===== src/rtl/demux_feed_sequencer.sv =====
// Feeds a 1-to-4 demux: holds S on the target channel for a whole frame,
// shifts the word out MSB-first on Xin (BIT_DIV clocks per bit), then idles for GAP_CYC clocks.
module demux_feed_sequencer #(
    parameter int DATA_W  = 8,
    parameter int BIT_DIV = 4,
    parameter int GAP_CYC = 2
) (
    input  logic              clk,
    input  logic              rst,
    input  logic              in_valid,
    output logic              in_ready,
    input  logic [DATA_W-1:0] in_data,
    input  logic [1:0]        in_chan,
    output logic              Xin,
    output logic [1:0]        S,
    output logic              busy,
    output logic              frame_done
);

    localparam int DIV_W = (BIT_DIV > 1) ? $clog2(BIT_DIV) : 1;
    localparam int BIT_W = (DATA_W > 1) ? $clog2(DATA_W) : 1;
    localparam int GAP_W = (GAP_CYC > 1) ? $clog2(GAP_CYC) : 1;

    localparam logic [DIV_W-1:0] DIV_LAST = DIV_W'(BIT_DIV - 1);
    localparam logic [BIT_W-1:0] BIT_LAST = BIT_W'(DATA_W - 1);
    localparam logic [GAP_W-1:0] GAP_LAST = GAP_W'((GAP_CYC > 0) ? GAP_CYC - 1 : 0);

    typedef enum logic [1:0] {IDLE, SHIFT, GAP} state_t;

    state_t            state_q, state_d;
    logic [DATA_W-1:0] shreg_q, shreg_d;
    logic [DIV_W-1:0]  div_q, div_d;
    logic [BIT_W-1:0]  bit_q, bit_d;
    logic [GAP_W-1:0]  gap_q, gap_d;
    logic              xin_q, xin_d;
    logic [1:0]        s_q, s_d;
    logic              ready_q, ready_d;
    logic              busy_q, busy_d;
    logic              done_q, done_d;

    always_comb begin
        state_d = state_q;
        shreg_d = shreg_q;
        div_d   = div_q;
        bit_d   = bit_q;
        gap_d   = gap_q;
        s_d     = s_q;
        case (state_q)
            IDLE: begin
                if (in_valid) begin
                    state_d = SHIFT;
                    shreg_d = in_data;
                    s_d     = in_chan;
                    div_d   = '0;
                    bit_d   = '0;
                end
            end
            SHIFT: begin
                if (div_q == DIV_LAST) begin
                    div_d   = '0;
                    shreg_d = shreg_q << 1;
                    bit_d   = bit_q + 1'b1;
                    if (bit_q == BIT_LAST) begin
                        bit_d   = '0;
                        gap_d   = '0;
                        state_d = (GAP_CYC > 0) ? GAP : IDLE;
                    end
                end else begin
                    div_d = div_q + 1'b1;
                end
            end
            GAP: begin
                if (gap_q == GAP_LAST) begin
                    gap_d   = '0;
                    state_d = IDLE;
                end else begin
                    gap_d = gap_q + 1'b1;
                end
            end
            default: state_d = IDLE;
        endcase

        // Outputs are precomputed from the next state so they come straight off flops.
        xin_d   = (state_d == SHIFT) && shreg_d[DATA_W-1];
        ready_d = (state_d == IDLE);
        busy_d  = (state_d != IDLE);
        done_d  = (state_q != IDLE) && (state_d == IDLE);
    end

    always_ff @(posedge clk) begin
        if (rst) begin
            state_q <= IDLE;
            shreg_q <= '0;
            div_q   <= '0;
            bit_q   <= '0;
            gap_q   <= '0;
            xin_q   <= 1'b0;
            s_q     <= 2'b00;
            ready_q <= 1'b1;
            busy_q  <= 1'b0;
            done_q  <= 1'b0;
        end else begin
            state_q <= state_d;
            shreg_q <= shreg_d;
            div_q   <= div_d;
            bit_q   <= bit_d;
            gap_q   <= gap_d;
            xin_q   <= xin_d;
            s_q     <= s_d;
            ready_q <= ready_d;
            busy_q  <= busy_d;
            done_q  <= done_d;
        end
    end

    assign Xin        = xin_q;
    assign S          = s_q;
    assign in_ready   = ready_q;
    assign busy       = busy_q;
    assign frame_done = done_q;

endmodule

===== config.mk =====
export PLATFORM = sky130hd
export DESIGN_NAME = demux_feed_sequencer
export DESIGN_NICKNAME = d
export VERILOG_FILES = /design/src/rtl/demux_feed_sequencer.sv
export SDC_FILE = /design/constraint.sdc
export NUM_CORES = 1
export LEC_CHECK = 0
export BUFFER_PORTS_ARGS = -buffer_cell sky130_fd_sc_hd__buf_2
export CORE_MARGIN = 2
export CORE_UTILIZATION = 55
export DETAILED_ROUTE_END_ITERATION = 10
export PLACE_DENSITY = 0.87
export SYNTH_ARGS = -nofsm -noshare
export SYNTH_HDL_FRONTEND = slang
export SYNTH_SLANG_ARGS = --single-unit
export TNS_END_PERCENT = 30

===== constraint.sdc =====
create_clock -name clk -period 2.27 [get_ports clk]
set_input_delay 0.1135 -clock clk [delete_from_list [all_inputs] [get_ports clk]]
set_output_delay 0.1135 -clock clk [all_outputs]
set_load 0.1 [all_outputs]

# After elaboration in Yosys (flattened, before gate mapping)
# Index checks and enable logic that the tools add are counted.
classes:
  addsub: 3
  eq_ne: 8
  muxes: 19
  reduce_logical: 12
ops:
  columns: ["operator", "count"]
  rows:
  - ["8-bit two-way mux", 2]
  - ["8-bit one-hot mux with 2 select lines", 1]
  - ["2-bit two-way mux", 6]
  - ["3-bit two-way mux", 3]
  - ["2-bit nonzero test", 4]
  - ["2-bit inequality test, second input constant", 3]
  - ["2-bit one-hot mux with 3 select lines", 1]
  - ["3-bit one-hot mux with 2 select lines", 1]
  - ["3-bit AND reduction", 2]
  - ["2-bit by 1-bit equality test with 1-bit output, second input constant", 2]
  - ["2-bit equality test, second input constant", 2]
  - ["2-bit zero test", 2]
  - ["2-bit one-hot mux with 2 select lines", 1]
  - ["2-bit AND reduction", 2]
  - ["3-bit by 1-bit adder with 3-bit output, second input constant", 1]
  - ["3-bit equality test, second input constant", 1]
  - ["1-bit two-way mux", 3]
  - ["2-bit by 1-bit adder with 2-bit output, second input constant", 1]
  - ["1-bit logical AND", 2]
  - ["1-bit one-hot mux with 2 select lines", 1]
  - ["1-bit adder, second input constant", 1]
word_totals:
  reg_bits: 22
  input_bits: 13
  output_inout_bits: 6
  word_cells: 53

# Logic depth before layout (Yosys ltp)
# Gate-level depths: netlist (run 1).
logic_depth:
  depth_word: 6
  ltp_mapped: 6
  ltp_nobuf: 6

# Least setup slack after synthesis (run 1)
# No wires, ideal clock.
synth_timing:
  kind: "flip-flop to flip-flop"
  startpoint: "register bit_q[0]"
  endpoint: "register xin_q, in the netlist Xin"
  setup_time_ns: 0.074
  arrival_ns: 1.312
  required_time_ns: 2.196
  setup_slack_ns: 0.884
  path_stages_with_launch: 6
  n_path_buf: 0
  period_less_slack_ns: 1.386
  cell_sequence: "dfxtp_1 -> ha_1 -> ha_1 -> and3_1 -> or3_4 -> a31oi_2"
synth_via:
  elab_chain_len: 6
synth_lines:
  columns: ["item", "line_no", "text"]
  rows:
  - ["start: declaration", "33", "logic [BIT_W-1:0] bit_q, bit_d;"]
  - ["start signal: assignment", "106", "bit_q <= bit_d;"]
  - ["3-bit equality test", "63", "if (bit_q == BIT_LAST) begin"]
  - ["2-bit two-way mux", "63", null]
  - ["2-bit two-way mux", "59", "if (div_q == DIV_LAST) begin"]
  - ["2-bit one-hot mux with 3 select lines", "48", "case (state_q)"]
  - ["2-bit by 1-bit equality test with 1-bit output", "84", "xin_d = (state_d == SHIFT) && shreg_d[DATA_W-1];"]
  - ["1-bit logical AND", "84", null]
  - ["end signal: assignment", "108", "xin_q <= xin_d;"]
  - ["end: declaration", "35", "logic xin_q, xin_d;"]
# No other way between the ends.
# A chain may end at the register's enable or synchronous reset.

# Worst setup path in the final report (run 1)
# Ends and elaborated chain as after synthesis.

==> results of run 1 <==
## final timing paths
path	from	to	slack, ps	depth (start not counted)
min	in_chan[1]	S[1]	40	3
max	bit_q[0]	Xin	760	5
min reg2reg	shreg_q[6]	shreg_q[6]	470	2
max reg2reg	bit_q[0]	Xin	760	5
## cell families after synthesis
logic type                 share of synthesized area, %
and+or+nand+nor                                    21.6
AOI/OAI and AO/OA                                  22.5
DFF                                                39.2
buffers and inverters                              10.8
muxes                                              2.67
adders and majority gates                          3.34
## power by group
part | leakage (nW) | switching, mW | internal, mW
Combinational | 0.290 | 0.0906 | 0.0458
Clock | 0.0138 | 0.111 | 0.0619
Sequential | 0.181 | 0.0104 | 0.406
Total | 0.484 | 0.212 | 0.513
## metrics by stage
step                      cell area, µm²  setup WS (ps)  instances  total power [mW]
after floorplan                     1120            884        113             0.543
after global placement              1170            828        150             0.557
after detailed placement            1170            785        150             0.562
after CTS                           1190            755        153             0.728
after global routing                1190            662        153             0.760
final                               1190            757        153             0.725
## metal layers
layer	GRT usage [%]	wire (µm)
met1	24.8	989
met2	32.7	1030
met3	2.76	81
met4	7.14	29
met5	0	0
## state kept, by name, indices dropped and copies added, names as in the netlist
name and count:
S 2, state_q 2, frame_done 1, shreg_q 8
in_ready 1, busy 1, bit_q 3, gap_q 1
div_q 2, Xin 1
## worst register-to-register path: cells and delay by family, from the launching register on
kind | cells | cell delay [ps]
AND/OR/NAND/NOR | 2 | 540
adder cells (fa/ha/maj) | 2 | 420
flip-flops | 1 | 340
AO/OA/AOI/OAI | 1 | 150
## layout by cell type (no fill, tap or decap), types with 2 or more instances in the layout
cell and instances:
dfxtp_1 22, a221oi_2 4, nand4b_1 3, inv_1 6, nor3b_1 2, nor3b_2 2
nand2b_1 2, a22oi_1 2, a21oi_1 8, clkbuf_4 3, a211oi_2 2, nand3b_1 3
nor2_1 10, inv_2 2, or3b_1 3, a31o_2 2, nor2b_1 3, mux2i_1 3
o21ai_0 4, ha_1 3, buf_2 18, buf_4 2
## layout make-up
| type | count | area [µm²] |
|---|---|---|
| Fill cell | 180 | 747 |
| Multi-Input combinational cell | 73 | 563 |
| Sequential cell | 22 | 440 |
| Timing Repair Buffer | 20 | 105 |
| Tap cell | 27 | 33.8 |
| Inverter | 8 | 30.0 |
| Clock buffer | 3 | 22.5 |
==> impl_metrics.toml, run 1 <==
[run_status]
status = "complete, no violations"

[worst_setup_path]
arrival_ps = 1750
cp_top_family = "simple AND/OR/NAND/NOR gates"
crit_path_frequent_cell = "ha_1"
cpMaxStageDelayCell = "dfxtp_1"
critPathLaunchType = "flop"
cpPeakStageDelay_ps = 340
crit_type = "flop to flop"
crit_buf_inv = 0
worstPathRequired_ps = 2500
crit_chain = "ha_1, ha_1, and3_1, or3_4, a31oi_2"
end_kind = "flop"
path_max_fanout = 3

[cts]
clock-sinks = 22
cts_tree = "done"
cts_resized = 0
cts.clk_slew.worst_paths_ps = 110
insertion_delay_ps = 300
cts-root-buf = "clkbuf_4"
htree_num_levels = 1
clock_path_buffers = 2
cts_made_buffers = 3
post_cts_buffers = 0
cts_hold_buf = 0

[global_route]
antenna_found_initial = 0
grt_max_degree = 23
grt-ovfl-total = 0
grt_util_all_layers_pct = 19.3
grt_pass1_vias = 856
grt_pass1_wl_mm = 3.72

[finish]
areaGrowthSynthToFinish_pct = 6.23
num-nets-final = 144
utilization_pct = 61.5
antenna_cells = 0
drive_gt1_share_pct = 31.0

[placement]
port_buffers = 18
place.gp.congestion = 0.724
dp_hpwl_mm = 1.48

[logic_synthesis]
yosys.area.top_type = "dfxtp_1"
synth_edf_count = 0
synth-seq-area-share_pct = 39.2
ys_async_sr_fraction_pct = 0
synthDistinctLibCells = 42
synth_most_common_cell = "dfxtp_1"
synth.top_cells.by_count = "22 x dfxtp_1, 10 x nor2_1, 8 x a21oi_1"
synth_top_area_share_pct = 39.2
avgSynthCellArea_um2 = 9.95
syn_nets = 129
syn_area_mm2 = 0.00112
synth_warnings = 0
syn_inst = 113
synthTopCellsByArea = "dfxtp_1 39%, a221oi_2 5.3%, buf_6 5.0%, a21oi_1 3.6%, ha_1 3.3%"
ys_ff_latch = 22
ys.flop_type = "dfxtp_1"

[detailed_routing]
wirelength_mm = 2.13
dr.pass1.iters = 4
wl_per_cell_um = 13.9
num_vias = 879
dr.first_iter.drc_count = 20
ant_nets = 0
viasPerCell = 5.75
route.detailed.drc = 0

[die]
io_pins = 19
rows = 16
die_y_um = 49.2
die_area_mm2 = 0.00242
die_x_um = 49.2
initial_core_util_pct = 57.9
core_area_mm2 = 0.00194

[flow_run]
drv_cap = 0

[timing]
maxSlewViolCount = 0
period_minus_slack_ps = 1510
finalSetupViolations = 0
clock_skew_ps = 0.735
fin_hold_ws_ps = 44.3
final-hold-violation-count = 0
fmax_ghz = 0.661
fin_tns_setup_ps = 0
rsz0062_at_grt = "no"
max_slew_margin_pct = 59.7
period_share_pct = 66.7
timing_worst_slew_pin_value_ps = 603

[pwr]
p_leak_nw = 0.484
power.density_mw_per_mm2 = 607
peakVddDrop_uv = 362

[hold_path]
hold_path.class = "input port to flop"
No activity file was read; power rests on OpenSTA's default activity.
==> run 2, diff against run 1 <==
--- a/config.mk
+++ b/config.mk
@@ -7,9 +7,9 @@
 export LEC_CHECK = 0
 export BUFFER_PORTS_ARGS = -buffer_cell sky130_fd_sc_hd__buf_2
 export CORE_MARGIN = 2
-export CORE_UTILIZATION = 55
+export CORE_UTILIZATION = 49
 export DETAILED_ROUTE_END_ITERATION = 10
-export PLACE_DENSITY = 0.87
+export PLACE_DENSITY = 0.83
 export SYNTH_ARGS = -nofsm -noshare
 export SYNTH_HDL_FRONTEND = slang
 export SYNTH_SLANG_ARGS = --single-unit
==> constraint.sdc (replaced) <==
create_clock -name clk -period 1.3 [get_ports clk]
set_input_delay 0.065 -clock clk [delete_from_list [all_inputs] [get_ports clk]]
set_output_delay 0.065 -clock clk [all_outputs]
set_load 0.1 [all_outputs]
==> run 2 against run 1 <==
Against the previous run: the flow now finishes with violations (negative setup slack); worst hold slack got worse by 38 ps; flip-flop and latch count unchanged; global-route usage increased by 2.3 points; first-iteration DRC count decreased by 20%; core utilization increased by 1.6 points; register-to-register slack got worse by 830 ps; count of clock-buffer cells in the layout unchanged; power increased by 82%; clock skew increased by 5.5 ps; largest cell class unchanged.
==> impl_metrics.toml, run 2 (synthesis results as in run 1) <==
[finish]
largest_reg_flops = 8
final_cell_mix = "18 x buf_2, 17 x dfxtp_1, 14 x buf_4"
drive_gt1_share_pct = 47.1
layout_commonest_cell = "buf_2"
areaGrowthSynthToFinish_pct = 23.0
top_regs = "shreg_q (8), bit_q (3)"
top_register = "shreg_q"
num-nets-final = 158
antenna_cells = 0

[run_status]
violations = "negative setup slack"
status = "finished with violations"

[cts]
insertion_delay_ps = 310
clock-sinks = 22
cts_tree = "done"
cts.clk_slew.worst_paths_ps = 120
htree_num_levels = 1
cts-root-buf = "clkbuf_4"
clock_path_buffers = 2
cts_made_buffers = 3

[timing]
fin_hold_ws_ps = 5.99
fmax_ghz = 0.727
period_share_pct = 106
finalSetupViolations = 2
final-hold-violation-count = 0
period_minus_slack_ps = 1380
maxSlewViolCount = 0
postLayoutSetupSlackWorst_ps = -75.3
clock_skew_ps = 6.23
timing_worst_slew_pin_value_ps = 489
max_slew_margin_pct = 67.7
rsz0062_at_grt = "yes"

[pwr]
p_switching_uw = 396
pwr-share-clk_pct = 23.8
p_leak_nw = 0.554
peakVddDrop_uv = 808
internal_power_uw = 925
power.share.combinational_pct = 21.2
switching_share_pct = 30.0
power.density_mw_per_mm2 = 954
p_seq_share_pct = 55.1

[detailed_routing]
wl_met3_um = 47
dr.pass1.iters = 4
dr.first_iter.drc_count = 16
wl_met2_mm = 1.27
route.detailed.drc = 0
num_vias = 929
wirelength_mm = 2.50
met1Wirelength_mm = 1.12
routed.top_layer = "met4"
viasPerCell = 5.53
ant_nets = 0
wl_per_cell_um = 14.9

[placement]
port_buffers = 18
place.gp.congestion = 0.847
dp_hpwl_mm = 1.91
post-place-ws_ps = -114

[worst_setup_path]
cp_top_family = "simple AND/OR/NAND/NOR gates"
timing.rr.end = "Xin"
endpoint = "Xin"
worstPathRequired_ps = 1540
crit_chain = "ha_4, ha_4, and3_4, or3_4, a31oi_2"
r2r-start = "bit_q[0]"
reg2reg_depth = 5
crit_path_frequent_cell = "ha_4"
r2r_setup_slack_ps = -80
path_max_fanout = 3
cpPeakStageDelay_ps = 360
arrival_ps = 1620
crit_type = "flop to flop"
end_kind = "flop"
startpoint = "bit_q[0]"
cpMaxStageDelayCell = "dfxtp_2"
crit_buf_inv = 0
critPathLaunchType = "flop"
path_depth = 5

[global_route]
grt_pass1_vias = 931
grt-ovfl-total = 0
grt_pass1_wl_mm = 4.14
grt_max_degree = 14
grt_util_all_layers_pct = 21.6
antenna_found_initial = 0

[die]
core_area_mm2 = 0.00219
io_pins = 19
die_area_mm2 = 0.00269
die_y_um = 51.9
initial_core_util_pct = 51.3
rows = 17
die_x_um = 51.9

[flow_run]
drv_cap = 0

[hold_path]
hold_path.class = "input port to flop"
[run 2: worst min-delay path: stages]
cell     delay [ps]
buf_2            80
mux2i_1          60
nor2_1           90
[run 2: power groups by stage]
stage	Combinational [mW]	Sequential, mW	Clock [mW]
after floorplan	0.141	0.807	0
after global placement	0.256	0.739	0
after detailed placement	0.267	0.740	0
after CTS	0.273	0.726	0.317
after global routing	0.300	0.731	0.343
final	0.279	0.727	0.314
[run 2: worst min path at each step]
stage	depth (start not counted)	end	slack, ps	startpoint
after floorplan	2	S[0]	210	in_chan[0]
after global placement	3	S[1]	300	in_chan[1]
after detailed placement	3	S[0]	310	in_chan[0]
after CTS	3	S[1]	5	in_chan[1]
final	3	S[1]	6	in_chan[1]
after global routing	2	shreg_q[0]	20	rst
[run 2: timing repair]
action,in CTS,in global routing
setup endpoints to repair,11,13
pin swaps,3,4
hold endpoints to repair,1,0
hold buffers,1,0
setup buffers,0,0
resized for setup,6,7
[run 2: area by class of cell]
cell class	count	area [µm²]
sequential	22	449
inverter	8	30.0
timing repair buffer	34	216
tap	28	35.0
fill	189	807
multi-input combinational	73	631
clock buffer	3	22.5
[run 2: metal layers]
metal | vias up | global-route usage, %
met1 | 446 | 25.0
met3 | 7 | 3.74
li1 | 461 | -
met4 | 0 | 12.7
met5 | - | 0
met2 | 15 | 36.9
[run 2: metrics by stage]
step / power, mW / instance area [µm²] / TNS, ps / cells / utilization [%]
6_report: 1.32 / 1380 / -120 / 168 / 63.2
2_1_floorplan: 0.948 / 1160 / -195 / 113 / -
3_5_place_dp: 1.01 / 1300 / -759 / 164 / 59.5
5_1_grt: 1.37 / 1380 / -373 / 168 / 63.2
4_1_cts: 1.32 / 1350 / -122 / 168 / 61.6
3_3_place_gp: 0.994 / 1300 / -269 / 164 / 59.5
==> run 3, diff against run 2 <==
--- a/config.mk
+++ b/config.mk
@@ -9,6 +9,8 @@
 export CORE_MARGIN = 2
 export CORE_UTILIZATION = 49
 export DETAILED_ROUTE_END_ITERATION = 10
+export GPL_TIMING_DRIVEN = 1
+export MAX_ROUTING_LAYER = met4
 export PLACE_DENSITY = 0.83
 export SYNTH_ARGS = -nofsm -noshare
 export SYNTH_HDL_FRONTEND = slang
==> run 3 against run 2 <==
Against the previous run: the flow still finishes with violations (negative setup slack); power shrank 0.23%; core utilization stayed put; sequential share of layout area unchanged; global-route usage up 0.63 points; register-to-register slack about the same; largest cell class unchanged; flip-flop and latch count stayed put; count of clock-buffer cells in the layout stayed put; critical path depth stayed put.
==> impl_metrics.toml, run 3 (synthesis results as in run 1) <==
[worst_setup_path]
cpPeakStageDelay_ps = 360
crit_path_frequent_cell = "ha_4"
path_max_fanout = 3
cp_top_family = "simple AND/OR/NAND/NOR gates"
worstPathRequired_ps = 1540
r2r_setup_slack_ps = -70
crit_chain = "ha_4, ha_4, and3_4, or3_4, a31oi_2"
arrival_ps = 1610
critPathLaunchType = "flop"
crit_type = "flop to flop"
end_kind = "flop"
cpMaxStageDelayCell = "dfxtp_2"
crit_buf_inv = 0

[timing]
postLayoutSetupSlackWorst_ps = -72.0
period_minus_slack_ps = 1370
fin_hold_ws_ps = 11.4
finalSetupViolations = 2
rsz0062_at_grt = "yes"
timing_worst_slew_pin_value_ps = 488
fmax_ghz = 0.729
final-hold-violation-count = 0
period_share_pct = 106
max_slew_margin_pct = 67.7
maxSlewViolCount = 0
clock_skew_ps = 4.47

[detailed_routing]
ant_nets = 0
viasPerCell = 5.51
num_vias = 925
dr.pass1.iters = 4
wirelength_mm = 2.50
wl_per_cell_um = 14.9
route.detailed.drc = 0
dr.first_iter.drc_count = 16

[run_status]
status = "finished with violations"
violations = "negative setup slack"

[finish]
fill_cells = 189
num-nets-final = 158
antenna_cells = 0
top_register = "shreg_q"
multi_input_area_um2 = 631
areaGrowthSynthToFinish_pct = 23.0
drive_gt1_share_pct = 47.1
final_cell_mix = "18 x buf_2, 17 x dfxtp_1, 14 x buf_4"
utilization_pct = 63.2
regArea_um2 = 449
top_regs = "shreg_q (8), bit_q (3)"
layout_commonest_cell = "buf_2"
largest_reg_flops = 8

[placement]
port_buffers = 18
dp_hpwl_mm = 1.91
place.gp.congestion = 0.860

[cts]
cts_tree = "done"
insertion_delay_ps = 310
clock-sinks = 22
cts.clk_slew.worst_paths_ps = 120
cts_made_buffers = 3
htree_num_levels = 1
cts-root-buf = "clkbuf_4"
clock_path_buffers = 2

[die]
rows = 17
core_area_mm2 = 0.00219
die_area_mm2 = 0.00269
io_pins = 19
die_y_um = 51.9
initial_core_util_pct = 51.3
die_x_um = 51.9

[flow_run]
drv_cap = 0

[global_route]
grt-ovfl-total = 0
grt_util_all_layers_pct = 22.2
grt_max_degree = 14
grt_pass1_wl_mm = 4.15
antenna_found_initial = 0
grt_pass1_vias = 927

[pwr]
power.total_mw = 1.32
power.density_mw_per_mm2 = 952
p_leak_nw = 0.554
peakVddDrop_uv = 807

[hold_path]
hold_path.class = "input port to flop"
[run 3: worst paths after layout]
check,cells after the start,to,start
max,5,Xin,bit_q[0]
min,3,S[1],in_chan[1]
max reg2reg,5,Xin,bit_q[0]
min reg2reg,2,shreg_q[6],shreg_q[6]
[run 3: cell type report]
class / count / area share, %
Inverter: 8 / 2.17
Clock buffer: 3 / 1.63
Tap cell: 28 / 2.53
Sequential cell: 22 / 32.5
Timing Repair Buffer: 34 / 15.6
Multi-Input combinational cell: 73 / 45.6
[run 3: per-stage QoR]
step | cell area, µm² | setup TNS [ps] | std cells | setup WS [ps]
after floorplan | 1160 | -195 | 113 | -44.7
after global placement | 1300 | -269 | 164 | -78.9
after detailed placement | 1300 | -759 | 164 | -114
after CTS | 1350 | -122 | 168 | -74.8
after global routing | 1380 | -373 | 168 | -118
final | 1380 | -116 | 168 | -72.0
[run 3: repair_timing]
item,4_1_cts,5_1_grt
resized for setup,6,7
setup endpoints to repair,11,13
endpoints found under the hold margin,1,0
setup buffers,0,0
pin swaps,3,4
hold buffers,1,0
[run 3: per-layer routing]
layer	global-route usage, %	vias up	share of wire, %
met5	-	-	0
met2	36.5	15	50
met4	12.7	0	2.8
met1	25.6	441	45
li1	-	462	-
met3	3.74	7	2.0
[run 3: worst min-delay path, delay by kind of cell]
family	cells	cell delay [ps]
buf+inv	1	80
mux	1	60
simple gates	1	90
[run 3: power breakdown]
part | internal (mW) | switching (mW)
sequential | 0.709 | 0.0188
clock | 0.108 | 0.202
combinational | 0.108 | 0.172
